File: src/rtl/imem_loader.sv
// Boot-time IMEM writer: assembles a little-endian byte stream into 32-bit words and holds the CPU in reset until the image is in.
// Optional trailing 8-bit checksum byte enabled by defining IMEM_LOADER_CSUM_EN.
module imem_loader #(
   parameter int unsigned ADDR_W = 10
) (
   input  logic              CLK,
   input  logic              RST_X,
   input  logic              in_valid,
   input  logic [7:0]        in_data,
   output logic              in_ready,
   output logic              we,
   output logic [ADDR_W-1:0] waddr,
   output logic [31:0]       wdata,
   output logic              cpu_rst_x,
   output logic              done,
   output logic              err
);

   localparam int unsigned CNT_W = ADDR_W + 1;
   localparam int unsigned DEPTH = 32'(1) << ADDR_W;

   typedef enum logic [2:0] {
      S_LEN0,
      S_LEN1,
      S_DATA,
`ifdef IMEM_LOADER_CSUM_EN
      S_CSUM,
`endif
      S_FLUSH,
      S_DONE,
      S_ERR
   } state_t;

   state_t           state;
   logic [7:0]       len_lo;
   logic [15:0]      len;
   logic [1:0]       byte_cnt;
   logic [CNT_W-1:0] word_cnt;
   logic             xfer;
   logic [15:0]      len_new;
   logic             last_word;

   assign xfer      = in_valid && in_ready;
   assign len_new   = {in_data, len_lo};
   assign last_word = (32'(word_cnt) + 32'd1) == 32'(len);

`ifdef IMEM_LOADER_CSUM_EN
   logic [7:0] sum;
   logic [7:0] sum_new;
   assign sum_new = sum + in_data;
`endif

   // done/err/cpu_rst_x are registered decodes of the state; in_ready follows the next state
   always_ff @(posedge CLK or negedge RST_X) begin
      if (!RST_X) begin
         state     <= S_LEN0;
         len_lo    <= 8'd0;
         len       <= 16'd0;
         byte_cnt  <= 2'd0;
         word_cnt  <= '0;
         we        <= 1'b0;
         waddr     <= '0;
         wdata     <= 32'd0;
         in_ready  <= 1'b0;
         done      <= 1'b0;
         err       <= 1'b0;
         cpu_rst_x <= 1'b0;
`ifdef IMEM_LOADER_CSUM_EN
         sum       <= 8'd0;
`endif
      end else begin
         we        <= 1'b0;
         done      <= (state == S_DONE);
         err       <= (state == S_ERR);
         cpu_rst_x <= (state == S_DONE);
         case (state)
            S_LEN0: begin
               in_ready <= 1'b1;
               if (xfer) begin
                  len_lo <= in_data;
`ifdef IMEM_LOADER_CSUM_EN
                  sum    <= in_data;
`endif
                  state  <= S_LEN1;
               end
            end
            S_LEN1: begin
               if (xfer) begin
                  len <= len_new;
`ifdef IMEM_LOADER_CSUM_EN
                  sum <= sum_new;
`endif
                  if (32'(len_new) > DEPTH) begin
                     state    <= S_ERR;
                     in_ready <= 1'b0;
                  end else if (len_new == 16'd0) begin
`ifdef IMEM_LOADER_CSUM_EN
                     state    <= S_CSUM;
`else
                     state    <= S_DONE;
                     in_ready <= 1'b0;
`endif
                  end else begin
                     state <= S_DATA;
                  end
               end
            end
            S_DATA: begin
               if (xfer) begin
                  wdata[{byte_cnt, 3'b000} +: 8] <= in_data;
                  byte_cnt <= byte_cnt + 2'd1;
`ifdef IMEM_LOADER_CSUM_EN
                  sum      <= sum_new;
`endif
                  if (byte_cnt == 2'd3) begin
                     we       <= 1'b1;
                     waddr    <= word_cnt[ADDR_W-1:0];
                     word_cnt <= word_cnt + 1'b1;
                     if (last_word) begin
`ifdef IMEM_LOADER_CSUM_EN
                        state    <= S_CSUM;
`else
                        state    <= S_FLUSH;
                        in_ready <= 1'b0;
`endif
                     end
                  end
               end
            end
`ifdef IMEM_LOADER_CSUM_EN
            S_CSUM: begin
               if (xfer) begin
                  in_ready <= 1'b0;
                  state    <= (sum_new == 8'd0) ? S_DONE : S_ERR;
               end
            end
`endif
            // one idle cycle so the last IMEM write lands before the CPU is released
            S_FLUSH: begin
               in_ready <= 1'b0;
               state    <= S_DONE;
            end
            default: begin
               in_ready <= 1'b0;
            end
         endcase
      end
   end

endmodule
File: config.mk
export PLATFORM = sky130hd
export DESIGN_NAME = imem_loader
export DESIGN_NICKNAME = d
export VERILOG_FILES = /design/src/rtl/imem_loader.sv
export SDC_FILE = /design/constraint.sdc
export NUM_CORES = 1
export LEC_CHECK = 0
export CAP_MARGIN = 20
export CORE_MARGIN = 3
export CORE_UTILIZATION = 35
export CTS_CLUSTER_DIAMETER = 200
export CTS_CLUSTER_SIZE = 8
export DETAILED_ROUTE_END_ITERATION = 7
export DONT_BUFFER_PORTS = 1
export GPL_TIMING_DRIVEN = 0
export PLACE_DENSITY = 0.58
export SLEW_MARGIN = 20
export SYNTH_ARGS = -nofsm -noshare
export SYNTH_HDL_FRONTEND = slang
export SYNTH_SLANG_ARGS = --single-unit
export TNS_END_PERCENT = 100
File: constraint.sdc
create_clock -name CLK -period 3.1 [get_ports CLK]
set_input_delay 0.465 -clock CLK [delete_from_list [all_inputs] [get_ports CLK]]
set_output_delay 0.465 -clock CLK [all_outputs]
set_load 0.1 [all_outputs]
==> key figures <==
Outcome
  • Outcome: complete, but fails checks
  • Failing checks: negative hold slack

Critical path
  • Critical path required time: between 3 and 4 ns
  • WP data arrival: between 2 and 3 ns
  • Crit start category: flop
  • Crit path kind: flop to flop
  • Element type at the critical path end: flop
  • CP Max Fanout: 10

Yosys
  • Async S/R FF share, synth: 1.000
  • Syn nets: around 380
  • Top cells by area, synth: dfrtp_1 (55%), mux2_2 (9.4%), nand2_1 (7.2%)
  • Cells after Synth: between 300 and 400
  • Ys Warns: 0
  • Most common cell in the netlist: dfrtp_1
  • Post-synth top cells: dfrtp_1 (86), nand2_1 (75), o21ai_0 (37), mux2_2 (33), xor2_1 (13)
  • Seq/Total Area, Yosys: 0.5472
  • Synth Flop Type: dfrtp_1
  • Average size of a mapped cell: around 11 um2
  • Post-Syn Area: 0.003933 mm2
  • Synth unique cells: between 40 and 50
  • Yosys reg bits: between 80 and 90
  • Top-area cell type share of the netlist area: 0.5472
  • Yosys top cell by area: dfrtp_1
  • Post-synth EDFFs: 0

Job
  • Max cap viols: 0

Floorplan
  • Core region area: approximately 0.011 mm2
  • Row cnt: 38
  • # IOs: 58
  • Die height: 112 um
  • Die Width: roughly 110 um
  • Die area: ~0.013 mm2
  • Initial Util: 0.3612

Place
  • Cell Area, Placed: roughly 0.0041 mm2
  • GP Congestion: roughly 0.76
  • Placed wire-length estimate: between 5000 and 6000 um
  • PortBufs: 0

Timing
  • RSZ-0062 raised after global routing: no
  • Max-slew violations: 0
  • Worst-margin pin slew: about 1.0 ns
  • Post-Route Skew: roughly 0.0086 ns
  • Fin Hold WS: -0.006880 ns
  • Setup Viol. Count Final: 0
  • Endpoints failing hold: 4
  • Setup_tns: 0 ns
  • Fmax achieved: around 0.38 GHz
  • Final worst-path cycle share: 0.8549
  • Final min period: between 2 and 3 ns
  • Slew headroom: 0.3283

Global route
  • Gr ovfl total: 0
  • Vias in the first global route: 2,530
  • Antenna violations before repair: 0
  • Total Routing Usage GR: 0.1387
  • Pin count of the biggest net entering global routing: 87
  • First-pass GRT wire length: roughly 14,000 um

Drt
  • DR iter-0 viols: between 100 and 150
  • Vias: 2,596
  • DRC viols: 0
  • Vias per inst: just under 5
  • Antenna-violating nets left: 0
  • Wire per inst: between 15 and 20 um
  • Drt pass-1 iters: 4
  • Drt total wl: approximately 8400 um

Clock network
  • CTS tree: done
  • CTS buffer count: 9
  • H-tree levels: 3
  • CTS clk-pin slew, worst paths: approximately 0.080 ns
  • Root buffer cell: clkbuf_8
  • Post-CTS Setup Bufs: 0
  • Clk Latency, worst-skew pair: about 0.36 ns
  • Clk buf depth: 2
  • Post_cts resized: 0
  • Clk sinks: 86

Hold path
  • HP Class: primary input to async pin

Layout
  • Final Instance Area: 0.004355 mm2
  • Nets: about 400
  • Antenna fix cells: 0
  • Share of layout cells above drive strength 1: 0.1749
  • Area Growth Syn to Fin: 10.75%

Power and ir drop
  • Peak VDD IR: between 0.5 and 0.6 mV
  • Power Dens Cells: between 600 and 700 mW/mm2
  • Leakage power: 0.001985 uW
critical path: stages, from the launching register on:
cell and delay (ns):
dfrtp_1 1.01, and4bb_1 0.37, and2_1 0.14, buf_4 0.17, nand2_4 0.10, inv_2 0.13
buf_2 0.25, mux2_2 0.36
power breakdown:
group	switching (uW)	internal [uW]	total, uW
combinational	268	205	473
sequential	267	1260	1530
clock	393	461	854
cell usage in the layout, fill, tap and decap left out, types with 2 or more instances in the layout:
cell type	count
buf_4	2
nor3_1	8
buf_2	9
nand4_1	2
nand3_1	10
clkbuf_1	9
nand2b_1	4
clkbuf_8	13
o2111ai_1	2
nor3b_1	3
inv_1	8
nor2_1	12
dfrtp_1	86
nor4_4	2
o21ai_0	37
xor2_1	13
nand2_1	75
xnor2_1	12
mux2_2	33
ha_1	7
o22ai_1	2
a21oi_1	4
nor4_1	4
state kept, by name, indices dropped and copies added, names as in the netlist, 2 cells and up:
register / cells
byte_cnt: 2
state: 3
len: 16
waddr: 10
word_cnt: 11
wdata: 32
len_lo: 8
metrics by stage:
step                worst slack, ns  total power [uW]  instances  hold slack [ns]    util
finish                       0.4497              2854        523        -0.006880  0.4000
global route                 0.2801              3005        523         0.008463  0.4000
CTS                          0.4059              2884        523         0.007956  0.4000
detailed placement           0.4229              2004        506           0.1708  0.3773
global placement             0.4222              1989        506           0.1720  0.3773
floorplan                    0.7267              1909        366           0.1694       -
worst paths after layout:
path | depth (start not counted) | end | start | slack (ns)
max in group asynchronous | 1 | err | RST_X | 2.76
hold reg to reg | 1 | len[14] | len[14] | 0.50
setup reg to reg | 7 | waddr[3] | in_ready | 0.45
hold / removal | 1 | waddr[8] | RST_X | -0.007
setup / recovery | 7 | waddr[3] | in_ready | 0.45
min in group CLK | 2 | wdata[29] | in_data[5] | 0.23
area by class of cell:
cell class	instances	area [um2]
buffer	19	90.09
clock buffer	14	182.7
clock inverter	2	37.54
fill	1024	6533
inverter	9	33.78
multi-input combinational	252	1657
sequential	86	2152
tap	140	175.2
timing repair buffer	1	27.53
metal layers:
layer / track usage / routed length (um) / vias up
met5: 0 / 0 / -
met1: 0.1906 / 3848 / 1268
met3: 0.03478 / 433 / 13
met4: 0.05929 / 210 / 0
li1: - / - / 1271
met2: 0.2094 / 3908 / 44
logic make-up after synthesis:
| family | after synthesis | share of synthesized area |
|---|---|---|
| simple gates | 130 | 0.1635 |
| flops | 86 | 0.5472 |
| compound gates | 55 | 0.07987 |
| buf+inv | 28 | 0.03150 |
| fa+ha+maj | 7 | 0.02227 |
| mux | 35 | 0.09991 |
| xor+xnor | 25 | 0.05568 |
what timing repair did:
item,in CTS,in global routing
endpoints found under the hold margin,86,0
setup endpoints to repair,0,0
hold buffers,1,0
Note: power is estimated with default switching activity, not from simulation.
